===== src/rtl/fft8_stream_seq.sv =====
// fft8_stream_seq
// Sequential 8-point radix-2 decimation-in-time FFT/IFFT for real samples.
// Eight samples arrive over a valid/ready stream and are stored in bit-reversed
// order. One shared butterfly then runs the 12 butterflies in place, one per
// cycle. The 8 complex bins are emitted serially in natural order over a
// second valid/ready stream.
//
// Parameters
//   DATA_W  signed input sample width
//   TW_W    twiddle width, signed Q1.(TW_W-1)
//   OUT_W   output and internal width (3 stages of bit growth)
//
// Ports
//   clk        rising-edge clock
//   rst        synchronous active-high reset, aborts any frame in flight
//   in_valid   sample valid
//   in_ready   sample accepted this cycle if in_valid (high only while loading)
//   in_data    signed real sample x[n]
//   in_inverse mode, sampled with x[0]: 0 = FFT, 1 = IFFT (unscaled)
//   out_valid  bin valid
//   out_ready  downstream accepts bin
//   out_re     signed Re X[k]
//   out_im     signed Im X[k]
//   out_idx    bin index k
module fft8_stream_seq #(
    parameter int DATA_W = 16,
    parameter int TW_W   = 16,
    parameter int OUT_W  = DATA_W + 3
) (
    input  logic              clk,
    input  logic              rst,
    input  logic              in_valid,
    output logic              in_ready,
    input  logic [DATA_W-1:0] in_data,
    input  logic              in_inverse,
    output logic              out_valid,
    input  logic              out_ready,
    output logic [OUT_W-1:0]  out_re,
    output logic [OUT_W-1:0]  out_im,
    output logic [2:0]        out_idx
);

    // Product width: twiddle times a sum/difference formed one bit wider than OUT_W.
    localparam int PW = TW_W + OUT_W + 1;

    // cos(pi/4) in Q1.(TW_W-1), rounded to nearest.
    localparam logic signed [TW_W-1:0] TW_C =
        TW_W'($rtoi(0.70710678 * (2.0 ** (TW_W - 1)) + 0.5));

    // Half an LSB of the twiddle scale, for round-half-up.
    localparam logic signed [PW-1:0] RND_K =
        {{(PW - TW_W + 1){1'b0}}, 1'b1, {(TW_W - 2){1'b0}}};

    typedef enum logic [1:0] {
        ST_LOAD    = 2'd0,
        ST_COMPUTE = 2'd1,
        ST_OUTPUT  = 2'd2
    } state_t;

    // 3-bit bit reversal used for the load address.
    function automatic logic [2:0] bitrev3(input logic [2:0] n);
        return {n[0], n[1], n[2]};
    endfunction

    // Round-half-up rescale of a twiddle product back to OUT_W.
    function automatic logic signed [OUT_W-1:0] rnd(input logic signed [PW-1:0] p);
        return OUT_W'((p + RND_K) >>> (TW_W - 1));
    endfunction

    // Butterfly schedule: {top[2:0], bottom[2:0], twiddle exponent[1:0]}.
    // Stage 1 span 1, stage 2 span 2, stage 3 span 4; groups and pairs ascending.
    function automatic logic [7:0] bf_sched(input logic [3:0] i);
        logic [7:0] r;
        case (i)
            4'd0:    r = {3'd0, 3'd1, 2'd0};
            4'd1:    r = {3'd2, 3'd3, 2'd0};
            4'd2:    r = {3'd4, 3'd5, 2'd0};
            4'd3:    r = {3'd6, 3'd7, 2'd0};
            4'd4:    r = {3'd0, 3'd2, 2'd0};
            4'd5:    r = {3'd1, 3'd3, 2'd2};
            4'd6:    r = {3'd4, 3'd6, 2'd0};
            4'd7:    r = {3'd5, 3'd7, 2'd2};
            4'd8:    r = {3'd0, 3'd4, 2'd0};
            4'd9:    r = {3'd1, 3'd5, 2'd1};
            4'd10:   r = {3'd2, 3'd6, 2'd2};
            4'd11:   r = {3'd3, 3'd7, 2'd3};
            default: r = {3'd0, 3'd1, 2'd0};
        endcase
        return r;
    endfunction

    state_t state_r;
    state_t state_s;

    logic                    in_ready_r;
    logic                    out_valid_r;
    logic signed [OUT_W-1:0] out_re_r;
    logic signed [OUT_W-1:0] out_im_r;
    logic [2:0]              out_idx_r;
    logic [2:0]              load_cnt_r;
    logic [3:0]              bf_cnt_r;
    logic                    inverse_r;
    logic signed [OUT_W-1:0] buf_re_r [8];
    logic signed [OUT_W-1:0] buf_im_r [8];

    logic                    accept_s;
    logic                    out_xfer_s;
    logic [2:0]              nxt_idx_s;
    logic [7:0]              sched_s;
    logic [2:0]              top_s;
    logic [2:0]              bot_s;
    logic [1:0]              tw_s;
    logic signed [OUT_W-1:0] a_re_s;
    logic signed [OUT_W-1:0] a_im_s;
    logic signed [OUT_W-1:0] b_re_s;
    logic signed [OUT_W-1:0] b_im_s;
    logic signed [OUT_W:0]   apb_s;
    logic signed [OUT_W:0]   bma_s;
    logic signed [PW-1:0]    p_apb_s;
    logic signed [PW-1:0]    p_bma_s;
    logic signed [OUT_W-1:0] wb_re_s;
    logic signed [OUT_W-1:0] wb_im_s;

    assign in_ready  = in_ready_r;
    assign out_valid = out_valid_r;
    assign out_re    = out_re_r;
    assign out_im    = out_im_r;
    assign out_idx   = out_idx_r;

    // Handshake qualifiers and the next output address.
    always_comb begin
        accept_s   = in_valid && in_ready_r;
        out_xfer_s = out_valid_r && out_ready;
        nxt_idx_s  = out_idx_r + 3'd1;
    end

    // Next-state logic for LOAD -> COMPUTE -> OUTPUT -> LOAD.
    always_comb begin
        state_s = state_r;
        case (state_r)
            ST_LOAD: begin
                if (accept_s && (load_cnt_r == 3'd7)) begin
                    state_s = ST_COMPUTE;
                end else begin
                    state_s = ST_LOAD;
                end
            end
            ST_COMPUTE: begin
                if (bf_cnt_r == 4'd11) begin
                    state_s = ST_OUTPUT;
                end else begin
                    state_s = ST_COMPUTE;
                end
            end
            ST_OUTPUT: begin
                if (out_xfer_s && (out_idx_r == 3'd7)) begin
                    state_s = ST_LOAD;
                end else begin
                    state_s = ST_OUTPUT;
                end
            end
            default: state_s = ST_LOAD;
        endcase
    end

    // State register; in_ready is registered from the next state.
    always_ff @(posedge clk) begin
        if (rst) begin
            state_r    <= ST_LOAD;
            in_ready_r <= 1'b1;
        end else begin
            state_r    <= state_s;
            in_ready_r <= (state_s == ST_LOAD);
        end
    end

    // Operand fetch for the butterfly scheduled this cycle.
    always_comb begin
        sched_s = bf_sched(bf_cnt_r);
        top_s   = sched_s[7:5];
        bot_s   = sched_s[4:2];
        tw_s    = sched_s[1:0];
        a_re_s  = buf_re_r[top_s];
        a_im_s  = buf_im_r[top_s];
        b_re_s  = buf_re_r[bot_s];
        b_im_s  = buf_im_r[bot_s];
        // a+b and b-a of the bottom operand, one bit wider so they cannot wrap.
        apb_s   = {b_re_s[OUT_W-1], b_re_s} + {b_im_s[OUT_W-1], b_im_s};
        bma_s   = {b_im_s[OUT_W-1], b_im_s} - {b_re_s[OUT_W-1], b_re_s};
        p_apb_s = PW'(TW_C) * PW'(apb_s);
        p_bma_s = PW'(TW_C) * PW'(bma_s);
    end

    // Twiddle multiply W*B. Inverse mode uses conj(W): W1->W7, W2->W6, W3->W5.
    always_comb begin
        wb_re_s = b_re_s;
        wb_im_s = b_im_s;
        case (tw_s)
            2'd0: begin
                wb_re_s = b_re_s;
                wb_im_s = b_im_s;
            end
            2'd1: begin
                if (inverse_r) begin
                    wb_re_s = rnd(-p_bma_s);
                    wb_im_s = rnd(p_apb_s);
                end else begin
                    wb_re_s = rnd(p_apb_s);
                    wb_im_s = rnd(p_bma_s);
                end
            end
            2'd2: begin
                // Multiplication by -j (or +j when inverse) is exact.
                if (inverse_r) begin
                    wb_re_s = -b_im_s;
                    wb_im_s = b_re_s;
                end else begin
                    wb_re_s = b_im_s;
                    wb_im_s = -b_re_s;
                end
            end
            2'd3: begin
                if (inverse_r) begin
                    wb_re_s = rnd(-p_apb_s);
                    wb_im_s = rnd(-p_bma_s);
                end else begin
                    wb_re_s = rnd(p_bma_s);
                    wb_im_s = rnd(-p_apb_s);
                end
            end
            default: begin
                wb_re_s = b_re_s;
                wb_im_s = b_im_s;
            end
        endcase
    end

    // Sample buffer, counters, in-place butterflies and registered output bins.
    always_ff @(posedge clk) begin
        if (rst) begin
            load_cnt_r  <= 3'd0;
            bf_cnt_r    <= 4'd0;
            inverse_r   <= 1'b0;
            out_valid_r <= 1'b0;
            out_re_r    <= '0;
            out_im_r    <= '0;
            out_idx_r   <= 3'd0;
            for (int i = 0; i < 8; i++) begin
                buf_re_r[i] <= '0;
                buf_im_r[i] <= '0;
            end
        end else begin
            case (state_r)
                ST_LOAD: begin
                    bf_cnt_r <= 4'd0;
                    if (accept_s) begin
                        buf_re_r[bitrev3(load_cnt_r)] <= OUT_W'($signed(in_data));
                        buf_im_r[bitrev3(load_cnt_r)] <= '0;
                        if (load_cnt_r == 3'd0) begin
                            inverse_r <= in_inverse;
                        end
                        load_cnt_r <= load_cnt_r + 3'd1;
                    end
                end
                ST_COMPUTE: begin
                    buf_re_r[top_s] <= a_re_s + wb_re_s;
                    buf_im_r[top_s] <= a_im_s + wb_im_s;
                    buf_re_r[bot_s] <= a_re_s - wb_re_s;
                    buf_im_r[bot_s] <= a_im_s - wb_im_s;
                    bf_cnt_r        <= bf_cnt_r + 4'd1;
                end
                ST_OUTPUT: begin
                    if (!out_valid_r) begin
                        // First cycle of OUTPUT: present bin 0.
                        out_valid_r <= 1'b1;
                        out_idx_r   <= 3'd0;
                        out_re_r    <= buf_re_r[0];
                        out_im_r    <= buf_im_r[0];
                    end else if (out_xfer_s) begin
                        if (out_idx_r == 3'd7) begin
                            out_valid_r <= 1'b0;
                        end else begin
                            out_idx_r <= nxt_idx_s;
                            out_re_r  <= buf_re_r[nxt_idx_s];
                            out_im_r  <= buf_im_r[nxt_idx_s];
                        end
                    end
                end
                default: begin
                    load_cnt_r <= 3'd0;
                end
            endcase
        end
    end

endmodule

===== config.mk =====
export PLATFORM = sky130hd
export DESIGN_NAME = fft8_stream_seq
export DESIGN_NICKNAME = d
export VERILOG_FILES = /design/src/rtl/fft8_stream_seq.sv
export SDC_FILE = /design/constraint.sdc
export NUM_CORES = 2
export LEC_CHECK = 0
export CORE_UTILIZATION = 27
export CTS_BUF_LIST = sky130_fd_sc_hd__clkbuf_8
export DETAILED_ROUTE_END_ITERATION = 16
export GPL_ROUTABILITY_DRIVEN = 1
export SLEW_MARGIN = 20
export SYNTH_ARGS = -nofsm -noshare
export SYNTH_HDL_FRONTEND = slang
export SYNTH_SLANG_ARGS = --single-unit

===== constraint.sdc =====
create_clock -name clk -period 34.9 [get_ports clk]
set_clock_uncertainty 0.1 [all_clocks]
set_input_delay 3.49 -clock clk [delete_from_list [all_inputs] [get_ports clk]]
set_output_delay 3.49 -clock clk [all_outputs]
set_load 0.01 [all_outputs]

==> results.json <==
{
  "seq_area_um2": 10400,
  "final_nets": 4762,
  "vias": 36100,
  "grt_overflow": 0,
  "drt-total-wl_um": 158000,
  "clock_sinks": 365,
  "synth_compound_area_share_pct": 17.7,
  "worstSetupPathType": "reg2reg",
  "ys.flop_type": "edfxtp_1",
  "arrival_ns": 16.63,
  "drv_slew": 0,
  "track_usage_pct": 20.2,
  "synth_xor_area_share_pct": 5.45,
  "area_growth_pct": 10.4,
  "gp_congestion": 0.996,
  "yosysWarnings": 0,
  "wire_per_inst_um": 25.4,
  "coreArea_um2": 150000,
  "multi_input_area_um2": 28500,
  "drt-initial-drc-count": 5044,
  "fin_area_um2": 45300,
  "hold_path.class": "reg2reg",
  "io_pins": 64,
  "synthSimpleGateAreaFrac_pct": 11.5,
  "synth_area_leaders": "edfxtp_1 22%, ha_1 13%, mux4_2 11%",
  "detail_route.first_pass.iterations": 8,
  "grtUsageMet2_pct": 31.2,
  "crit_required_ns": 35.18,
  "worst_pin_slew_ns": 1.30,
  "cts_hold_buf": 0,
  "yosys-top-cells-count": "416 x ha_1, 368 x nor2_1, 330 x inv_1",
  "drv_cap": 0,
  "rsz0062_at_grt": "false",
  "yosysMostFrequentCell": "ha_1",
  "die_height_um": 392,
  "worstPathMaxFanout": 25,
  "hold_viol_final": 0,
  "avgSynthCellArea_um2": 9.75,
  "maxClockFrequency_mhz": 61.2,
  "grt_max_degree": 84,
  "clk_pin_slew_worst_paths_ns": 0.06,
  "drive_gt1_share_pct": 12.6,
  "antenna_found_initial": 1,
  "insertion_delay_ns": 0.67,
  "end_kind": "flip-flop",
  "cts_root_buf": "clkbuf_8",
  "path_buf_inv": 8,
  "ys_types": 96,
  "cp_slowest_cell": "o221ai_1",
  "drc": 0,
  "grt_use_met1_pct": 26.2,
  "dpl_cell_area_um2": 44000,
  "crit_path_max_incr_delay_ns": 1.04,
  "synth-adder-area-share_pct": 20.3,
  "die_w_um": 392,
  "use_met3_pct": 5.28,
  "htree_levels": 3,
  "initial_core_util_pct": 27.3,
  "synth_top_family_by_area": "adder cells",
  "cts_buffer_depth": 3,
  "grt_pass1_wl_um": 231000,
  "min_period_over_period_pct": 46.9,
  "cts_tree": "built",
  "via_per_inst": 5.78,
  "post_cts_resize_count": 0,
  "die_area_um2": 153000,
  "cts_setup_buffers": 0,
  "ys_seq_area_share_pct": 25.3,
  "syn_inst": 4202,
  "synth-edff-count": 304,
  "grt_pass1_vias": 35000,
  "cts_buffers": 67,
  "post-route-min-period_ns": 16.35,
  "status": "finished, final reports clean",
  "fin_setup_tns_ns": 0,
  "async_flop_share_pct": 0,
  "ys_ff_latch": 365,
  "synth.top_cell.area_share_pct": 22.3,
  "muxShareOfSynthArea_pct": 14.3,
  "crit_path_start_kind": "flip-flop",
  "ant_nets": 0,
  "synth_area_leader_cell": "edfxtp_1",
  "setup_viol": 0,
  "crit_family": "compound AO/OA/AOI/OAI gates",
  "synth_nets": 4795,
  "synth_area_um2": 41000,
  "max-slew-margin-rel_pct": 12.3,
  "busiest_layer": "met2",
  "dp_hpwl_um": 112000,
  "fp-row-count": 142,
  "cp_common_cell": "a21oi_1",
  "io_buffers": 63,
  "nFillCells": 15800
}
-- logic make-up (layout without fill, tap and decap cells) --
logic type	count (synthesis)	after routing
other	0	2
flip-flops	365	365
AO/OA/AOI/OAI	1095	1095
buffers and inverters	588	608
XOR/XNOR	254	254
adder cells (fa/ha/maj)	572	572
multiplexers	332	332
AND/OR/NAND/NOR	996	996
-- path summary, 6_finish.rpt --
check	endpoint	start	slack [ns]	depth (start not counted)
worst max-delay path	buf_re_r[7][18]	sched_s[3]	18.55	53
worst min-delay path	out_re[11]	out_re[11]	0.39	2
worst max register to register	buf_re_r[7][18]	sched_s[3]	18.55	53
worst min register to register	out_re[11]	out_re[11]	0.39	2
-- state kept, by name, summed over array words and instances (netlist names) --
name        cells
buf_im_r      152
buf_re_r      152
out_im         19
out_re         19
sched_s         8
bf_cnt_r        4
load_cnt_r      3
out_idx         3
state_r         2
in_ready        1
inverse_r       1
out_valid       1
-- tightest hold or removal path, stage by stage (launching register included) --
cell and delay [ns]:
dfxtp_1 0.32, a21oi_1 0.06, nor2_1 0.07
-- per-stage QoR --
stage / setup slack (ns) / hold WS [ns] / cells / utilization (%)
floorplan: 21.00 / 0.427 / 4202 / -
global placement: 19.00 / 0.371 / 6116 / 29.2
detailed placement: 18.73 / 0.381 / 6116 / 29.2
CTS: 18.66 / 0.395 / 6238 / 30.1
global route: 17.94 / 0.412 / 6238 / 30.1
finish: 18.55 / 0.388 / 6240 / 30.1
-- cell usage in the layout, fill, tap and decap left out, types with 26 or more instances in the layout --
cell type / count
fa_1: 156
inv_1: 354
a21o_1: 39
xor2_1: 51
ha_1: 414
o21ai_0: 147
nand2b_1: 33
mux2i_1: 81
clkdlybuf4s50_1: 62
edfxtp_1: 304
mux4_2: 197
xnor2_1: 202
nor3_1: 69
a211oi_1: 71
and2_1: 39
nor2b_1: 32
buf_4: 90
or3_1: 26
a21oi_1: 242
a221oi_1: 27
clkbuf_8: 73
a31oi_1: 28
nand3_1: 83
nor2_1: 365
o22ai_1: 215
o21a_1: 35
dfxtp_1: 50
a22oi_1: 26
mux2_2: 54
nand2_1: 205
o21bai_1: 47
-- per-layer routing --
layer	share of wire [%]	vias up
met5	0	-
met4	5.3	0
met3	12	526
met2	44	2326
met1	39	17600
li1	-	15600
-- final cells by class --
type	count	area share, %
repair buffers	153	2.87
inverters	333	2.76
multi-input cells	3249	63.0
diodes	2	0.0111
clock buffers	73	2.22
well taps	2016	5.57
clock inverters	49	0.605
flip-flops and latches	365	22.9
Power is not shown: default switching activity piles up to over one toggle a cycle in this logic, so the estimate is an artifact.
